==> src/rtl/vga_frame_monitor.sv <==
// Sink-side VGA monitor: measures active geometry and the foreground bounding box of each
// frame and publishes the committed results on a byte-wide Avalon-MM read port.
module vga_frame_monitor #(
  parameter logic [23:0] FG_COLOR = 24'hFFFFFF,
  parameter logic [10:0] EXP_W    = 11'd640,
  parameter logic [9:0]  EXP_H    = 10'd480
) (
  input  logic       clk,
  input  logic       reset,
  input  logic [7:0] VGA_R,
  input  logic [7:0] VGA_G,
  input  logic [7:0] VGA_B,
  input  logic       VGA_CLK,
  input  logic       VGA_HS,
  input  logic       VGA_VS,
  input  logic       VGA_BLANK_n,
  input  logic       chipselect,
  input  logic       read,
  input  logic [3:0] address,
  output logic [7:0] readdata,
  output logic       dbg_state
);

  typedef enum logic {S_WAIT_SYNC = 1'b0, S_MEASURE = 1'b1} state_t;

  localparam logic [10:0] X_MAX = 11'd2047;
  localparam logic [9:0]  Y_MAX = 10'd1023;

  state_t state_q, state_d;

  // Input stage
  logic [23:0] rgb_q, rgb_d;
  logic        vclk_q, vclk_d, vclk_prev_q, vclk_prev_d;
  logic        hs_q, hs_d, hs_prev_q, hs_prev_d;
  logic        vs_q, vs_d, vs_prev_q, vs_prev_d;
  logic        blank_n_q, blank_n_d;

  // Working (in-progress frame) registers
  logic [10:0] x_cnt_q, x_cnt_d, line_w_q, line_w_d;
  logic [9:0]  y_cnt_q, y_cnt_d;
  logic        line_act_q, line_act_d;
  logic [10:0] wxmin_q, wxmin_d, wxmax_q, wxmax_d;
  logic [9:0]  wymin_q, wymin_d, wymax_q, wymax_d;
  logic        wfound_q, wfound_d;

  // Shadow (committed) registers
  logic [10:0] act_w_q, act_w_d;
  logic [9:0]  act_h_q, act_h_d;
  logic [10:0] sxmin_q, sxmin_d, sxmax_q, sxmax_d;
  logic [9:0]  symin_q, symin_d, symax_q, symax_d;
  logic        sfound_q, sfound_d;
  logic [7:0]  frame_cnt_q, frame_cnt_d;
  logic        frame_valid_q, frame_valid_d;
  logic        timing_err_q, timing_err_d;
  logic [7:0]  readdata_q, readdata_d;

  logic pix_ev, hs_fall, vs_fall;
  logic measure, commit, err_set, rd_en;

  assign pix_ev  = vclk_q & ~vclk_prev_q;
  assign hs_fall = hs_prev_q & ~hs_q;
  assign vs_fall = vs_prev_q & ~vs_q;
  assign rd_en   = chipselect & read;

  // FSM: state register
  always_ff @(posedge clk) begin
    if (reset) state_q <= S_WAIT_SYNC;
    else       state_q <= state_d;
  end

  // FSM: next state
  always_comb begin
    state_d = state_q;
    case (state_q)
      S_WAIT_SYNC: if (vs_fall) state_d = S_MEASURE;
      S_MEASURE:   state_d = S_MEASURE;
      default:     state_d = S_WAIT_SYNC;
    endcase
  end

  // FSM: outputs
  always_comb begin
    measure   = (state_q == S_MEASURE);
    commit    = measure & vs_fall;
    dbg_state = state_q;
  end

  always_comb begin
    rgb_d         = {VGA_R, VGA_G, VGA_B};
    vclk_d        = VGA_CLK;
    vclk_prev_d   = vclk_q;
    hs_d          = VGA_HS;
    hs_prev_d     = hs_q;
    vs_d          = VGA_VS;
    vs_prev_d     = vs_q;
    blank_n_d     = VGA_BLANK_n;

    x_cnt_d       = x_cnt_q;
    y_cnt_d       = y_cnt_q;
    line_w_d      = line_w_q;
    line_act_d    = line_act_q;
    wxmin_d       = wxmin_q;
    wxmax_d       = wxmax_q;
    wymin_d       = wymin_q;
    wymax_d       = wymax_q;
    wfound_d      = wfound_q;

    act_w_d       = act_w_q;
    act_h_d       = act_h_q;
    sxmin_d       = sxmin_q;
    sxmax_d       = sxmax_q;
    symin_d       = symin_q;
    symax_d       = symax_q;
    sfound_d      = sfound_q;
    frame_cnt_d   = frame_cnt_q;
    frame_valid_d = frame_valid_q;
    timing_err_d  = timing_err_q;
    readdata_d    = readdata_q;
    err_set       = 1'b0;

    // Active sample: bbox uses the pre-increment column of this pixel.
    if (measure && pix_ev && blank_n_q) begin
      if (rgb_q == FG_COLOR) begin
        if (x_cnt_q < wxmin_q) wxmin_d = x_cnt_q;
        if (x_cnt_q > wxmax_q) wxmax_d = x_cnt_q;
        if (y_cnt_q < wymin_q) wymin_d = y_cnt_q;
        if (y_cnt_q > wymax_q) wymax_d = y_cnt_q;
        wfound_d = 1'b1;
      end
      line_act_d = 1'b1;
      if (x_cnt_q != X_MAX) x_cnt_d = x_cnt_q + 11'd1;
    end

    // Line close precedes a same-cycle frame commit, so the commit sees the closed line.
    if (measure && hs_fall) begin
      if (line_act_d) begin
        if (y_cnt_q != Y_MAX) y_cnt_d = y_cnt_q + 10'd1;
        line_w_d = x_cnt_d;
      end
      x_cnt_d    = 11'd0;
      line_act_d = 1'b0;
    end

    if (commit) begin
      act_w_d       = line_w_d;
      act_h_d       = y_cnt_d;
      sxmin_d       = wxmin_d;
      sxmax_d       = wxmax_d;
      symin_d       = wymin_d;
      symax_d       = wymax_d;
      sfound_d      = wfound_d;
      frame_cnt_d   = frame_cnt_q + 8'd1;
      frame_valid_d = 1'b1;
      err_set       = (line_w_d != EXP_W) | (y_cnt_d != EXP_H);
    end

    if (vs_fall) begin
      x_cnt_d    = 11'd0;
      y_cnt_d    = 10'd0;
      line_w_d   = 11'd0;
      line_act_d = 1'b0;
      wxmin_d    = X_MAX;
      wxmax_d    = 11'd0;
      wymin_d    = Y_MAX;
      wymax_d    = 10'd0;
      wfound_d   = 1'b0;
    end

    // Status read clears the sticky error; a simultaneous new error wins.
    if (rd_en && address == 4'd13) timing_err_d = 1'b0;
    if (err_set) timing_err_d = 1'b1;

    if (rd_en) begin
      case (address)
        4'd0:    readdata_d = act_w_q[7:0];
        4'd1:    readdata_d = {5'b0, act_w_q[10:8]};
        4'd2:    readdata_d = act_h_q[7:0];
        4'd3:    readdata_d = {6'b0, act_h_q[9:8]};
        4'd4:    readdata_d = sxmin_q[7:0];
        4'd5:    readdata_d = {5'b0, sxmin_q[10:8]};
        4'd6:    readdata_d = sxmax_q[7:0];
        4'd7:    readdata_d = {5'b0, sxmax_q[10:8]};
        4'd8:    readdata_d = symin_q[7:0];
        4'd9:    readdata_d = {6'b0, symin_q[9:8]};
        4'd10:   readdata_d = symax_q[7:0];
        4'd11:   readdata_d = {6'b0, symax_q[9:8]};
        4'd12:   readdata_d = frame_cnt_q;
        4'd13:   readdata_d = {5'b0, timing_err_q, sfound_q, frame_valid_q};
        default: readdata_d = 8'd0;
      endcase
    end
  end

  always_ff @(posedge clk) begin
    if (reset) begin
      rgb_q         <= 24'd0;
      vclk_q        <= 1'b0;
      vclk_prev_q   <= 1'b0;
      hs_q          <= 1'b1;
      hs_prev_q     <= 1'b1;
      vs_q          <= 1'b1;
      vs_prev_q     <= 1'b1;
      blank_n_q     <= 1'b0;
      x_cnt_q       <= 11'd0;
      y_cnt_q       <= 10'd0;
      line_w_q      <= 11'd0;
      line_act_q    <= 1'b0;
      wxmin_q       <= X_MAX;
      wxmax_q       <= 11'd0;
      wymin_q       <= Y_MAX;
      wymax_q       <= 10'd0;
      wfound_q      <= 1'b0;
      act_w_q       <= 11'd0;
      act_h_q       <= 10'd0;
      sxmin_q       <= X_MAX;
      sxmax_q       <= 11'd0;
      symin_q       <= Y_MAX;
      symax_q       <= 10'd0;
      sfound_q      <= 1'b0;
      frame_cnt_q   <= 8'd0;
      frame_valid_q <= 1'b0;
      timing_err_q  <= 1'b0;
      readdata_q    <= 8'd0;
    end else begin
      rgb_q         <= rgb_d;
      vclk_q        <= vclk_d;
      vclk_prev_q   <= vclk_prev_d;
      hs_q          <= hs_d;
      hs_prev_q     <= hs_prev_d;
      vs_q          <= vs_d;
      vs_prev_q     <= vs_prev_d;
      blank_n_q     <= blank_n_d;
      x_cnt_q       <= x_cnt_d;
      y_cnt_q       <= y_cnt_d;
      line_w_q      <= line_w_d;
      line_act_q    <= line_act_d;
      wxmin_q       <= wxmin_d;
      wxmax_q       <= wxmax_d;
      wymin_q       <= wymin_d;
      wymax_q       <= wymax_d;
      wfound_q      <= wfound_d;
      act_w_q       <= act_w_d;
      act_h_q       <= act_h_d;
      sxmin_q       <= sxmin_d;
      sxmax_q       <= sxmax_d;
      symin_q       <= symin_d;
      symax_q       <= symax_d;
      sfound_q      <= sfound_d;
      frame_cnt_q   <= frame_cnt_d;
      frame_valid_q <= frame_valid_d;
      timing_err_q  <= timing_err_d;
      readdata_q    <= readdata_d;
    end
  end

  assign readdata = readdata_q;

endmodule

==> config.mk <==
export PLATFORM = sky130hd
export DESIGN_NAME = vga_frame_monitor
export DESIGN_NICKNAME = d
export VERILOG_FILES = /design/src/rtl/vga_frame_monitor.sv
export SDC_FILE = /design/constraint.sdc
export NUM_CORES = 1
export LEC_CHECK = 0
export ABC_CLOCK_PERIOD_IN_PS = 3600
export CAP_MARGIN = 40
export CORE_MARGIN = 2
export CORE_UTILIZATION = 36
export DETAILED_ROUTE_END_ITERATION = 8
export HOLD_SLACK_MARGIN = 0.06
export PLACE_DENSITY = 0.57
export SLEW_MARGIN = 10
export SYNTH_ARGS = -nofsm -noshare
export SYNTH_HDL_FRONTEND = slang
export SYNTH_SLANG_ARGS = --single-unit
==> constraint.sdc <==
create_clock -name clk -period 3.6 [get_ports clk]
set_clock_uncertainty 0.15 [all_clocks]
set_input_delay 0.72 -clock clk [delete_from_list [all_inputs] [get_ports clk]]
set_output_delay 0.72 -clock clk [all_outputs]
set_load 0.02 [all_outputs]
==> flow_summary.ini <==
[yosys]
yosys.area.top_type_share_pct = 43.2
muxShareOfSynthArea_pct = 8.74
syn-cell-area_mm2 = 0.00879
ys_seq_area_share_pct = 43.2
synthTopCellsByArea = dfxtp_1 (43%), mux2i_1 (6.9%), ha_1 (6.1%)
yosys_warnings = 0
syn_area_per_cell_um2 = 8.79
synth_ff_type = dfxtp_1
synth-adder-area-share_pct = 6.12
synth_edf_count = 0
yosys.area_share.simple_pct = 21.6
synth_compound_area_share_pct = 13.4
synth_cell_type_count = 57
synth_fp_nets = 1080
async_flop_share_pct = 0
synth_top_cell_by_area = dfxtp_1
synthXorXnorAreaFrac_pct = 1.59
synth_seq_cells = 190
synth_top_family_by_area = simple AND/OR/NAND/NOR gates
synth_cells = 1001

[sta]
finalHoldViolCount = 0
min_period_ns = 3.05
setup_viol = 0
holdWs_ns = 0.298
slew-limit-headroom_pct = 47.1
clock.fmax_mhz = 328
rsz0062_at_grt = no
worstMarginPinSlew_ns = 0.794
period_share_pct = 84.7
tns_ns = 0
drv_slew = 0

[grt]
grt_pass1_vias = 6627
grtUsageTotal_pct = 18.2
overflow = 0
grt_antenna_before_repair = 0
grt_pass1_wl_um = 36700
grt_max_degree = 118

[worst_setup_path]
worstPathMaxFanout = 10
critPathCaptureType = flip-flop
startpoint_type = flip-flop
worst-path-buf-inv = 0
crit_chain = ha_1 -> and4_1 -> a41oi_1 -> mux2i_1 -> nor2_1 -> a21oi_1 -> nand3_1 -> nor4_1 -> a31oi_1
crit_family = compound AO/OA/AOI/OAI gates
max_stage_delay_ns = 0.57
cpMaxStageDelayCell = a41oi_1
critical_path_required_ns = 3.76
crit_type = flip-flop to flip-flop
arrival_ns = 3.20

[pwr]
total_power_uw = 4290
p_leak_uw = 0.00398
power.density_mw_per_mm2 = 422
peakVddDrop_mv = 0.188

[clocking]
hold_buffers = 0
h-tree-depth = 4
numCtsBuffers = 17
post_cts_resized = 0
worstSkewPairLatency_ns = 0.45
root_buffer = clkbuf_16
cts_tree = done
clkTransAtPathRegs_ns = 0.08
cts_sinks = 190
cts_buffer_depth = 2
postCtsSetupBuffers = 0

[finish]
antenna_cells = 0
fin_nets = 1094
syn2layout_area_growth_pct = 15.7
final_util_pct = 42.1
drive_gt1_share_pct = 8.27

[floorplan]
coreArea_mm2 = 0.0242
die_height_um = 160
core.rowCount = 57
die_x_um = 160
initial_core_util_pct = 36.4
pin_count = 45
dieArea_mm2 = 0.0257

[status]
outcome = finished clean

[placed_design]
place_hpwl_um = 16000
portBuffers = 44
place.gp.congestion = 0.838

[detailed_routing]
drt_iter0_drc = 449
wl_per_cell_um = 16.8
drc = 0
via_count = 6986
ant_nets = 0
viasPerCell = 5.17
drt_wl_total_um = 22700
dr.pass1.iters = 5

[min_path]
hold_class = flip-flop to flip-flop

[job]
drv_cap = 0
-- routing by layer --
layer | global-route usage [%] | routed length, um | part of all wire, %
met5 | 0 | 0 | 0
met4 | 6.27 | 471 | 2.1
met3 | 4.03 | 1020 | 4.5
met2 | 29.1 | 10200 | 45
met1 | 24.4 | 11100 | 49
-- per-stage QoR --
step	area (um^2)	instances	setup WS [ns]
final	10200	1352	0.552
after global routing	10200	1352	0.340
after CTS	10200	1352	0.589
after detailed placement	9580	1320	0.457
after global placement	9580	1320	0.498
after floorplan	8790	1001	1.06
-- power by group --
group	leakage, uW	internal (uW)	total, uW	switching [uW]
Combinational	0.00214	101	235	134
Sequential	0.00154	2130	2150	17.8
Clock	0.000291	956	1900	947
-- worst register-to-register path: stages, from the launching register on --
cell and delay, ns:
dfxtp_1 0.42, ha_1 0.28, and4_1 0.25, a41oi_1 0.57, mux2i_1 0.34, nor2_1 0.11
a21oi_1 0.28, nand3_1 0.13, nor4_1 0.27, a31oi_1 0.13
-- placed cells by master (no fill, tap or decap), types with 17 or more instances in the layout --
master and n:
nand3_1 17, nor3_1 53, a21oi_1 25, ha_1 43, buf_4 24, mux2i_1 61
o21ai_0 23, dfxtp_1 190, clkdlybuf4s50_1 43, clkbuf_16 17, inv_1 44, nor4_1 24
a211oi_1 60, nand2_1 70, nor2b_1 37, nor2_1 133
-- sequential cells by signal, indices dropped and copies added (netlist names), 8 cells and up --
| register | flops |
|---|---|
| rgb_q | 24 |
| line_w_q | 11 |
| sxmin_q | 11 |
| x_cnt_q | 11 |
| wymax_q | 10 |
| wxmin_q | 11 |
| act_h_q | 10 |
| act_w_q | 11 |
| symax_q | 10 |
| y_cnt_q | 10 |
| frame_cnt_q | 8 |
| wxmax_q | 11 |
| symin_q | 10 |
| readdata | 8 |
| wymin_q | 10 |
| sxmax_q | 11 |
-- cell usage after synthesis (all sizes together), types with 2 or more instances --
| cell | n |
|---|---|
| a211o | 3 |
| nand2 | 71 |
| o21ai | 25 |
| buf | 18 |
| mux2i | 61 |
| xor2 | 11 |
| mux2 | 4 |
| a31oi | 15 |
| nor4 | 24 |
| a41oi | 2 |
| and4 | 3 |
| or2 | 5 |
| xnor2 | 5 |
| and2 | 6 |
| a22oi | 9 |
| dfxtp | 190 |
| clkbuf | 56 |
| a21oi | 25 |
| nand3 | 18 |
| inv | 44 |
| nor2 | 135 |
| and3 | 11 |
| nor3b | 4 |
| o21a | 6 |
| nor3 | 53 |
| a21o | 11 |
| a211oi | 60 |
| ha | 43 |
| nand2b | 7 |
| o211ai | 3 |
| nor2b | 37 |
| a221o | 2 |
| mux4 | 5 |
| nand4 | 15 |
-- cell type report --
| class | count | area [um^2] |
|---|---|---|
| multi-input combinational | 693 | 4550 |
| clock inverter | 14 | 161 |
| fill | 2440 | 14000 |
| timing repair buffer | 69 | 651 |
| sequential | 190 | 3800 |
| tap | 324 | 405 |
| inverter | 44 | 165 |
| clock buffer | 18 | 439 |
-- worst paths after layout --
| kind | startpoint | endpoint | slack, ns | cells after the start |
|---|---|---|---|---|
| min | vs_prev_d | vs_prev_q | 0.30 | 1 |
| max reg2reg | x_cnt_q[0] | timing_err_q | 0.55 | 9 |
| min reg2reg | vs_prev_d | vs_prev_q | 0.30 | 1 |
| max | x_cnt_q[0] | timing_err_q | 0.55 | 9 |
-- kinds of logic (layout without fill, tap and decap cells) --
logic type,after synthesis,count (layout)
simple gates,394,394
xor+xnor,16,16
buf+inv,118,145
flops,190,190
mux,70,70
compound gates,170,170
fa+ha+maj,43,43
No activity file was read; power rests on OpenSTA's default activity.
